`src/rtl/ps2_pkg.sv`:
```
// ps2_pkg: scan-code constants, FSM state types and floor map
// shared by the PS/2 receiver and the floor decoder.
package ps2_pkg;

  localparam logic [7:0] SC_BREAK = 8'hF0;
  localparam logic [7:0] SC_EXT   = 8'hE0;
  localparam logic [7:0] SC_KEY0  = 8'h45;
  localparam logic [7:0] SC_KEY1  = 8'h16;
  localparam logic [7:0] SC_KEY2  = 8'h1E;
  localparam logic [7:0] SC_KEY3  = 8'h26;
  localparam logic [7:0] SC_KEY4  = 8'h25;
  localparam logic [7:0] SC_KEY5  = 8'h2E;

  typedef enum logic [1:0] {
    RX_IDLE,
    RX_SHIFT,
    RX_DONE
  } rx_state_e;

  typedef enum logic [1:0] {
    DEC_NORMAL,
    DEC_BREAK,
    DEC_EXT
  } dec_state_e;

  typedef struct packed {
    logic       vld;
    logic [2:0] floor;
  } floor_t;

  function automatic floor_t floor_map(input logic [7:0] code);
    floor_t f;
    f.vld   = 1'b1;
    f.floor = 3'd0;
    case (code)
      SC_KEY0: f.floor = 3'd0;
      SC_KEY1: f.floor = 3'd1;
      SC_KEY2: f.floor = 3'd2;
      SC_KEY3: f.floor = 3'd3;
      SC_KEY4: f.floor = 3'd4;
      SC_KEY5: f.floor = 3'd5;
      default: f.vld   = 1'b0;
    endcase
    return f;
  endfunction

endpackage

```
`src/rtl/ps2_rx_frame.sv`:
```
// ps2_rx_frame: pin conditioning and 11-bit PS/2 frame receiver.
// PS2_PARITY_CHECK_EN: when defined, bad odd parity raises rx_err.
module ps2_rx_frame
  import ps2_pkg::*;
#(
  parameter int FILTER_LEN  = 8,
  parameter int TIMEOUT_CYC = 50000
) (
  input  logic       clk_50M,
  input  logic       rst_n,
  input  logic       ps2c,
  input  logic       ps2d,
  output logic [7:0] rx_byte,
  output logic       rx_valid,
  output logic       rx_err
);

  localparam int FCW = $clog2(FILTER_LEN + 1);
  localparam int TCW = $clog2(TIMEOUT_CYC + 1);

  logic           c_s1_q, c_s2_q;
  logic           d_s1_q, d_s2_q;
  logic           filt_q;
  logic [FCW-1:0] fcnt_q;
  logic           fall_q;
  rx_state_e      state_q, state_d;
  logic [3:0]     bit_q;
  logic [10:0]    shift_q;
  logic [TCW-1:0] tmo_q;
  logic           tmo_hit;
  logic           par_ok;
  logic           frame_ok;

  always_ff @(posedge clk_50M or negedge rst_n) begin
    if (!rst_n) begin
      c_s1_q <= 1'b1;
      c_s2_q <= 1'b1;
      d_s1_q <= 1'b1;
      d_s2_q <= 1'b1;
    end else begin
      c_s1_q <= ps2c;
      c_s2_q <= c_s1_q;
      d_s1_q <= ps2d;
      d_s2_q <= d_s1_q;
    end
  end

  // A new clock level must persist FILTER_LEN cycles to be accepted
  always_ff @(posedge clk_50M or negedge rst_n) begin
    if (!rst_n) begin
      filt_q <= 1'b1;
      fcnt_q <= '0;
      fall_q <= 1'b0;
    end else begin
      fall_q <= 1'b0;
      if (c_s2_q == filt_q) begin
        fcnt_q <= '0;
      end else if (fcnt_q == FCW'(FILTER_LEN - 1)) begin
        filt_q <= c_s2_q;
        fcnt_q <= '0;
        fall_q <= ~c_s2_q;
      end else begin
        fcnt_q <= fcnt_q + 1'b1;
      end
    end
  end

  assign tmo_hit = (tmo_q == TCW'(TIMEOUT_CYC - 1));

  always_ff @(posedge clk_50M or negedge rst_n) begin
    if (!rst_n) state_q <= RX_IDLE;
    else        state_q <= state_d;
  end

  always_comb begin
    state_d = state_q;
    unique case (state_q)
      RX_IDLE:  if (fall_q) state_d = RX_SHIFT;
      RX_SHIFT: begin
        if (fall_q && bit_q == 4'd10) state_d = RX_DONE;
        else if (!fall_q && tmo_hit)  state_d = RX_IDLE;
      end
      RX_DONE:  state_d = RX_IDLE;
      default:  state_d = RX_IDLE;
    endcase
  end

  always_ff @(posedge clk_50M or negedge rst_n) begin
    if (!rst_n) begin
      bit_q   <= '0;
      shift_q <= '0;
      tmo_q   <= '0;
    end else begin
      if (fall_q && state_q != RX_DONE)
        shift_q <= {d_s2_q, shift_q[10:1]};
      if (state_q == RX_IDLE)
        bit_q <= fall_q ? 4'd1 : 4'd0;
      else if (state_q == RX_SHIFT && fall_q)
        bit_q <= bit_q + 4'd1;
      if (state_q != RX_SHIFT || fall_q)
        tmo_q <= '0;
      else
        tmo_q <= tmo_q + 1'b1;
    end
  end

`ifdef PS2_PARITY_CHECK_EN
  assign par_ok = ^shift_q[9:1];
`else
  // parity bit is captured but never rejects a frame
  assign par_ok = shift_q[9] | 1'b1;
`endif

  assign frame_ok = ~shift_q[0] & shift_q[10] & par_ok;
  assign rx_byte  = shift_q[8:1];

  always_comb begin
    rx_valid = 1'b0;
    rx_err   = 1'b0;
    unique case (state_q)
      RX_DONE: begin
        rx_valid = frame_ok;
        rx_err   = ~frame_ok;
      end
      RX_SHIFT: rx_err = ~fall_q & tmo_hit;
      default: ;
    endcase
  end

endmodule

```
`src/rtl/ps2_floor_decoder.sv`:
```
// ps2_floor_decoder: PS/2 frames to one-hot floor request pulses.
// PS2_PARITY_CHECK_EN (see ps2_rx_frame) enables parity rejection.
module ps2_floor_decoder
  import ps2_pkg::*;
#(
  parameter int NUM_FLOORS  = 6,
  parameter int FILTER_LEN  = 8,
  parameter int TIMEOUT_CYC = 50000
) (
  input  logic                  clk_50M,
  input  logic                  rst_n,
  input  logic                  ps2c,
  input  logic                  ps2d,
  output logic [NUM_FLOORS-1:0] req_pulse,
  output logic [7:0]            scan_code,
  output logic                  scan_valid,
  output logic                  frame_err
);

  logic [7:0]            rx_byte;
  logic                  rx_valid;
  logic                  rx_err;
  logic [7:0]            code_q;
  dec_state_e            dec_q, dec_d;
  floor_t                fm;
  logic                  hit;
  logic [NUM_FLOORS-1:0] req_q, req_d;

  ps2_rx_frame #(
    .FILTER_LEN (FILTER_LEN),
    .TIMEOUT_CYC(TIMEOUT_CYC)
  ) u_rx (
    .clk_50M (clk_50M),
    .rst_n   (rst_n),
    .ps2c    (ps2c),
    .ps2d    (ps2d),
    .rx_byte (rx_byte),
    .rx_valid(rx_valid),
    .rx_err  (rx_err)
  );

  always_ff @(posedge clk_50M or negedge rst_n) begin
    if (!rst_n) begin
      dec_q  <= DEC_NORMAL;
      req_q  <= '0;
      code_q <= '0;
    end else begin
      dec_q <= dec_d;
      req_q <= req_d;
      if (rx_valid) code_q <= rx_byte;
    end
  end

  always_comb begin
    dec_d = dec_q;
    if (rx_valid) begin
      unique case (dec_q)
        DEC_NORMAL: begin
          if (rx_byte == SC_BREAK)    dec_d = DEC_BREAK;
          else if (rx_byte == SC_EXT) dec_d = DEC_EXT;
        end
        DEC_EXT:
          dec_d = (rx_byte == SC_BREAK) ? DEC_BREAK : DEC_NORMAL;
        default: dec_d = DEC_NORMAL;
      endcase
    end
  end

  // Floors beyond NUM_FLOORS simply match no output bit
  always_comb begin
    fm    = floor_map(rx_byte);
    hit   = rx_valid & fm.vld & (dec_q == DEC_NORMAL);
    req_d = '0;
    for (int i = 0; i < NUM_FLOORS; i++)
      req_d[i] = hit & (fm.floor == 3'(i));
  end

  assign req_pulse  = req_q;
  assign scan_valid = rx_valid;
  assign frame_err  = rx_err;
  assign scan_code  = rx_valid ? rx_byte : code_q;

endmodule

```
`config.mk`:
```
export PLATFORM = sky130hd
export DESIGN_NAME = ps2_floor_decoder
export DESIGN_NICKNAME = d
export VERILOG_FILES = /design/src/rtl/ps2_pkg.sv /design/src/rtl/ps2_rx_frame.sv /design/src/rtl/ps2_floor_decoder.sv
export SDC_FILE = /design/constraint.sdc
export NUM_CORES = 1
export LEC_CHECK = 0
export ABC_AREA = 1
export CORE_MARGIN = 4
export CORE_UTILIZATION = 53
export CTS_CLUSTER_DIAMETER = 200
export DETAILED_ROUTE_END_ITERATION = 6
export DONT_BUFFER_PORTS = 1
export PLACE_DENSITY = 0.79
export RECOVER_POWER = 50
export SLEW_MARGIN = 20
export SYNTH_ARGS = -nofsm -noshare
export SYNTH_HDL_FRONTEND = slang
export SYNTH_SLANG_ARGS = --single-unit
export TNS_END_PERCENT = 5
```
`constraint.sdc`:
```
create_clock -name clk_50M -period 1.6 [get_ports clk_50M]
set_input_delay 0.32 -clock clk_50M [delete_from_list [all_inputs] [get_ports clk_50M]]
set_output_delay 0.32 -clock clk_50M [all_outputs]
set_load 0.05 [all_outputs]
```
==> out/metrics.yaml <==
pwr:
  power_frac_comb_pct: 9.2
  power.clock.fraction_pct: 40.1
  power.sequential.fraction_pct: 50.6
  power.ir.vdd_worst_v: 0.0007323
  switching_power_uw: 773.1
  pwr_density_mw_per_mm2: 922.5
  fin_total_pwr_mw: 3.195
  intPower_mw: 2.422
  power.switching_fraction_pct: 24.20
  leakagePower_nw: 1.589
cells_and_area:
  n_antenna_cell: 0
  final_cells: 433
  post-route-cell-area_mm2: 0.003463
  nNetsFinal: 369
  area.growth.synth_to_final_pct: 25.14
  final_layout_size_suffix_gt1_share_pct: 26.17
synth:
  synth_edf_count: 0
  post_synth.cell_area_avg_um2: 8.622
  post_synth_inst_count: 321
  syn_area_mm2: 0.002768
  synthFlopType: "sky130_fd_sc_hd__dfrtp_1"
  synth.distinct_cells: 30
  yosysTopAreaCell: "sky130_fd_sc_hd__dfrtp_1"
  post-synth-top-area-fraction_pct: 48.82
  yosysMostFrequentCell: "sky130_fd_sc_hd__nand2_1"
  sequential_fraction_of_the_synthesis_area_pct: 53.57
  synth_async_sr_flop_share_pct: 100.0
  netlist_top_cells_area: "sky130_fd_sc_hd__dfrtp_1 49%, sky130_fd_sc_hd__nand2_1 9.5%, sky130_fd_sc_hd__nor2_1 6.0%"
  yosysWarningCount: 0
  yosys_register_bits: 59
  net_count_after_synthesis: 332
  post_synth_most_frequent_cells: "70 x sky130_fd_sc_hd__nand2_1, 54 x sky130_fd_sc_hd__dfrtp_1, 44 x sky130_fd_sc_hd__nor2_1"
clock_tree:
  clkSinkCount: 59
  hold_buffers: 2
  cts_made_buffers: 9
  cts_root_buffer: "sky130_fd_sc_hd__clkbuf_8"
  worst_setup_hold_path_clk_slew_ns: 0.07
  clock_latency_ns: 0.33
  cts.htree.levels: 3
  cts_buffer_depth: 2
  cts_tree: "yes"
outcome:
  failed_checks: "negative hold slack, negative setup slack"
  run_status: "finished with violations"
timing:
  min_period_ns: 1.943
  setup_violations: 17
  timing.final.hold_violations: 59
  finClkSkew_ns: 0.008339
  timing.hold.ws_ns: -0.3256
  timing.max_slew.rel_slack_pct: 68.24
  timing.final.max_slew_violations: 0
  post-route-worst-setup-slack_ns: -0.3428
  worstMarginPinSlew_ns: 0.4768
  max_clock_freq_mhz: 514.7
  fin_tns_setup_ns: -2.836
  min_period_over_period_pct: 121.4
  rsz0062_at_grt: "yes"
global_routing:
  grtUsageTotal_pct: 19.91
  via_count_of_the_first_global_routing_pass: 2172
  grt_antenna_before_repair: 0
  grt_first_pass_wirelength_mm: 9.666
  grt_overflow: 0
  maximum_number_of_pins_on_one_net_before_global_route_repair: 60
run:
  max_cap_violations: 0
detailed_routing:
  wirelength_mm: 5.603
  routed_via_density: 5.088
  wl_per_cell_um: 12.94
  vias: 2203
  detail-route-antenna-nets: 0
  dr.pass1.iters: 4
  drt_drc_violations_left: 0
  initialDrtViolationCount: 112
floorplanning:
  placeable_core_area_mm2: 0.005075
  die_h_um: 80.27
  top_level_ports: 20
  die_area_mm2: 0.006442
  number_of_core_rows: 26
  initial_utilization_pct: 54.54
  chipWidth_um: 80.27
setup_path:
  timing.critical_path.fanout_max: 3
  worst_setup_path_start_kind: "flip-flop"
  crit_buf_inv: 3
  arr_time_crit_path_ns: 1.62
  delay_heaviest_family_cp: "flip-flops"
  cp_cell_sequence: "buf_4, ha_1, inv_1, nor2_1, o21a_2, buf_12"
  critPathKind: "reg2out"
  crit_path_max_incr_delay_ns: 0.40
  cp.required_ns: 1.28
  capturing_element_type_of_the_critical_path: "primary output"
  critical-path-slowest-cell: "sky130_fd_sc_hd__dfrtp_1"
placement:
  globalplace.congestion: 0.8158
  dp.cells: 410
  pre_cts_ws_ns: -0.03186
  placedInstanceArea_mm2: 0.003134
  dp_hpwl_mm: 3.745
  port_buffers: 0
worst_hold_path:
  hold_class: "in2async"
sequential cells by signal, indices dropped and copies added, names as in the netlist:
name          count
code_q            8
dec_q             2
u_rx.c_s1_q       1
u_rx.tmo_q       16
u_rx.bit_q        4
u_rx.state_q      2
u_rx.d_s2_q       1
req_pulse         6
u_rx.filt_q       1
u_rx.d_s1_q       1
u_rx.fcnt_q       4
u_rx.c_s2_q       1
u_rx.shift_q     11
u_rx.fall_q       1
power by group through the flow:
| stage | clock network, mW | logic, mW | registers [mW] |
|---|---|---|---|
| after floorplan | 0 | 0.190 | 1.63 |
| after CTS | 1.30 | 0.286 | 1.62 |
| after global placement | 0 | 0.265 | 1.63 |
| after global routing | 1.39 | 0.346 | 1.62 |
| final | 1.28 | 0.295 | 1.62 |
| after detailed placement | 0 | 0.279 | 1.64 |
final cells by class:
cell class,count,area [µm²]
clock buffer,15,186.4
clock inverter,1,5.005
fill,409,1612
inverter,42,157.7
multi-input combinational,216,1281
sequential,59,1483
tap,70,87.58
timing repair buffer,30,262.8
routing by layer:
| layer | global-route usage (%) | up-vias | wire length (µm) |
|---|---|---|---|
| met4 | 8.615 | 0 | 86 |
| met5 | 0 | - | 0 |
| met3 | 6.278 | 6 | 225 |
| li1 | - | 1098 | - |
| met2 | 32.04 | 42 | 2823 |
| met1 | 24.61 | 1057 | 2467 |
per-stage QoR:
stage / util [%] / hold WS, ns
2_1_floorplan: - / 0.02441
3_3_place_gp: 61.76 / 0.02601
3_5_place_dp: 61.76 / 0.02617
4_1_cts: 67.06 / -0.3366
5_1_grt: 68.24 / -0.3521
6_report: 68.24 / -0.3256
path summary, 6_finish.rpt:
check	startpoint	end	slack, ns	cells past startpoint
max	u_rx.state_q[0]	frame_err	-0.34	6
min	rst_n	u_rx.tmo_q[8]	-0.33	0
max reg2reg	u_rx.state_q[0]	req_pulse[3]	-0.09	9
min reg2reg	u_rx.d_s1_q	u_rx.d_s2_q	0.35	0
max in group asynchronous	rst_n	u_rx.c_s1_q	1.72	0
min in group clk_50M	u_rx.d_s1_q	u_rx.d_s2_q	0.35	0
placed cells by master (no fill, tap or decap), types with 3 or more instances in the layout:
| master | count |
|---|---|
| sky130_fd_sc_hd__nand2_1 | 64 |
| sky130_fd_sc_hd__dfrtp_1 | 54 |
| sky130_fd_sc_hd__nor2_1 | 41 |
| sky130_fd_sc_hd__inv_1 | 34 |
| sky130_fd_sc_hd__buf_4 | 24 |
| sky130_fd_sc_hd__o21ai_0 | 16 |
| sky130_fd_sc_hd__nand3_1 | 15 |
| sky130_fd_sc_hd__a21oi_1 | 14 |
| sky130_fd_sc_hd__clkbuf_8 | 13 |
| sky130_fd_sc_hd__nand2_2 | 10 |
| sky130_fd_sc_hd__inv_2 | 8 |
| sky130_fd_sc_hd__o21ai_4 | 8 |
| sky130_fd_sc_hd__nand4_1 | 5 |
| sky130_fd_sc_hd__nor3_1 | 5 |
| sky130_fd_sc_hd__ha_1 | 5 |
| sky130_fd_sc_hd__dfstp_2 | 5 |
| sky130_fd_sc_hd__nor2_2 | 4 |
| sky130_fd_sc_hd__xor2_1 | 4 |
| sky130_fd_sc_hd__nor2_4 | 3 |
kinds of logic after synthesis:
group / Yosys count / synth area share [%]
xor+xnor: 6 / 1.899
buf+inv: 46 / 6.238
flops: 59 / 53.57
compound gates: 42 / 7.867
simple gates: 161 / 27.26
fa+ha+maj: 7 / 3.164
what timing repair did:
action | CTS | global route
buffers inserted | 2 | 3
cloned | 0 | 0
pin swaps | 5 | 7
hold endpoints to repair | 61 | 59
endpoints found under the setup margin | 10 | 22
gates resized for setup | 13 | 9
(Power assumes the default switching activity.)
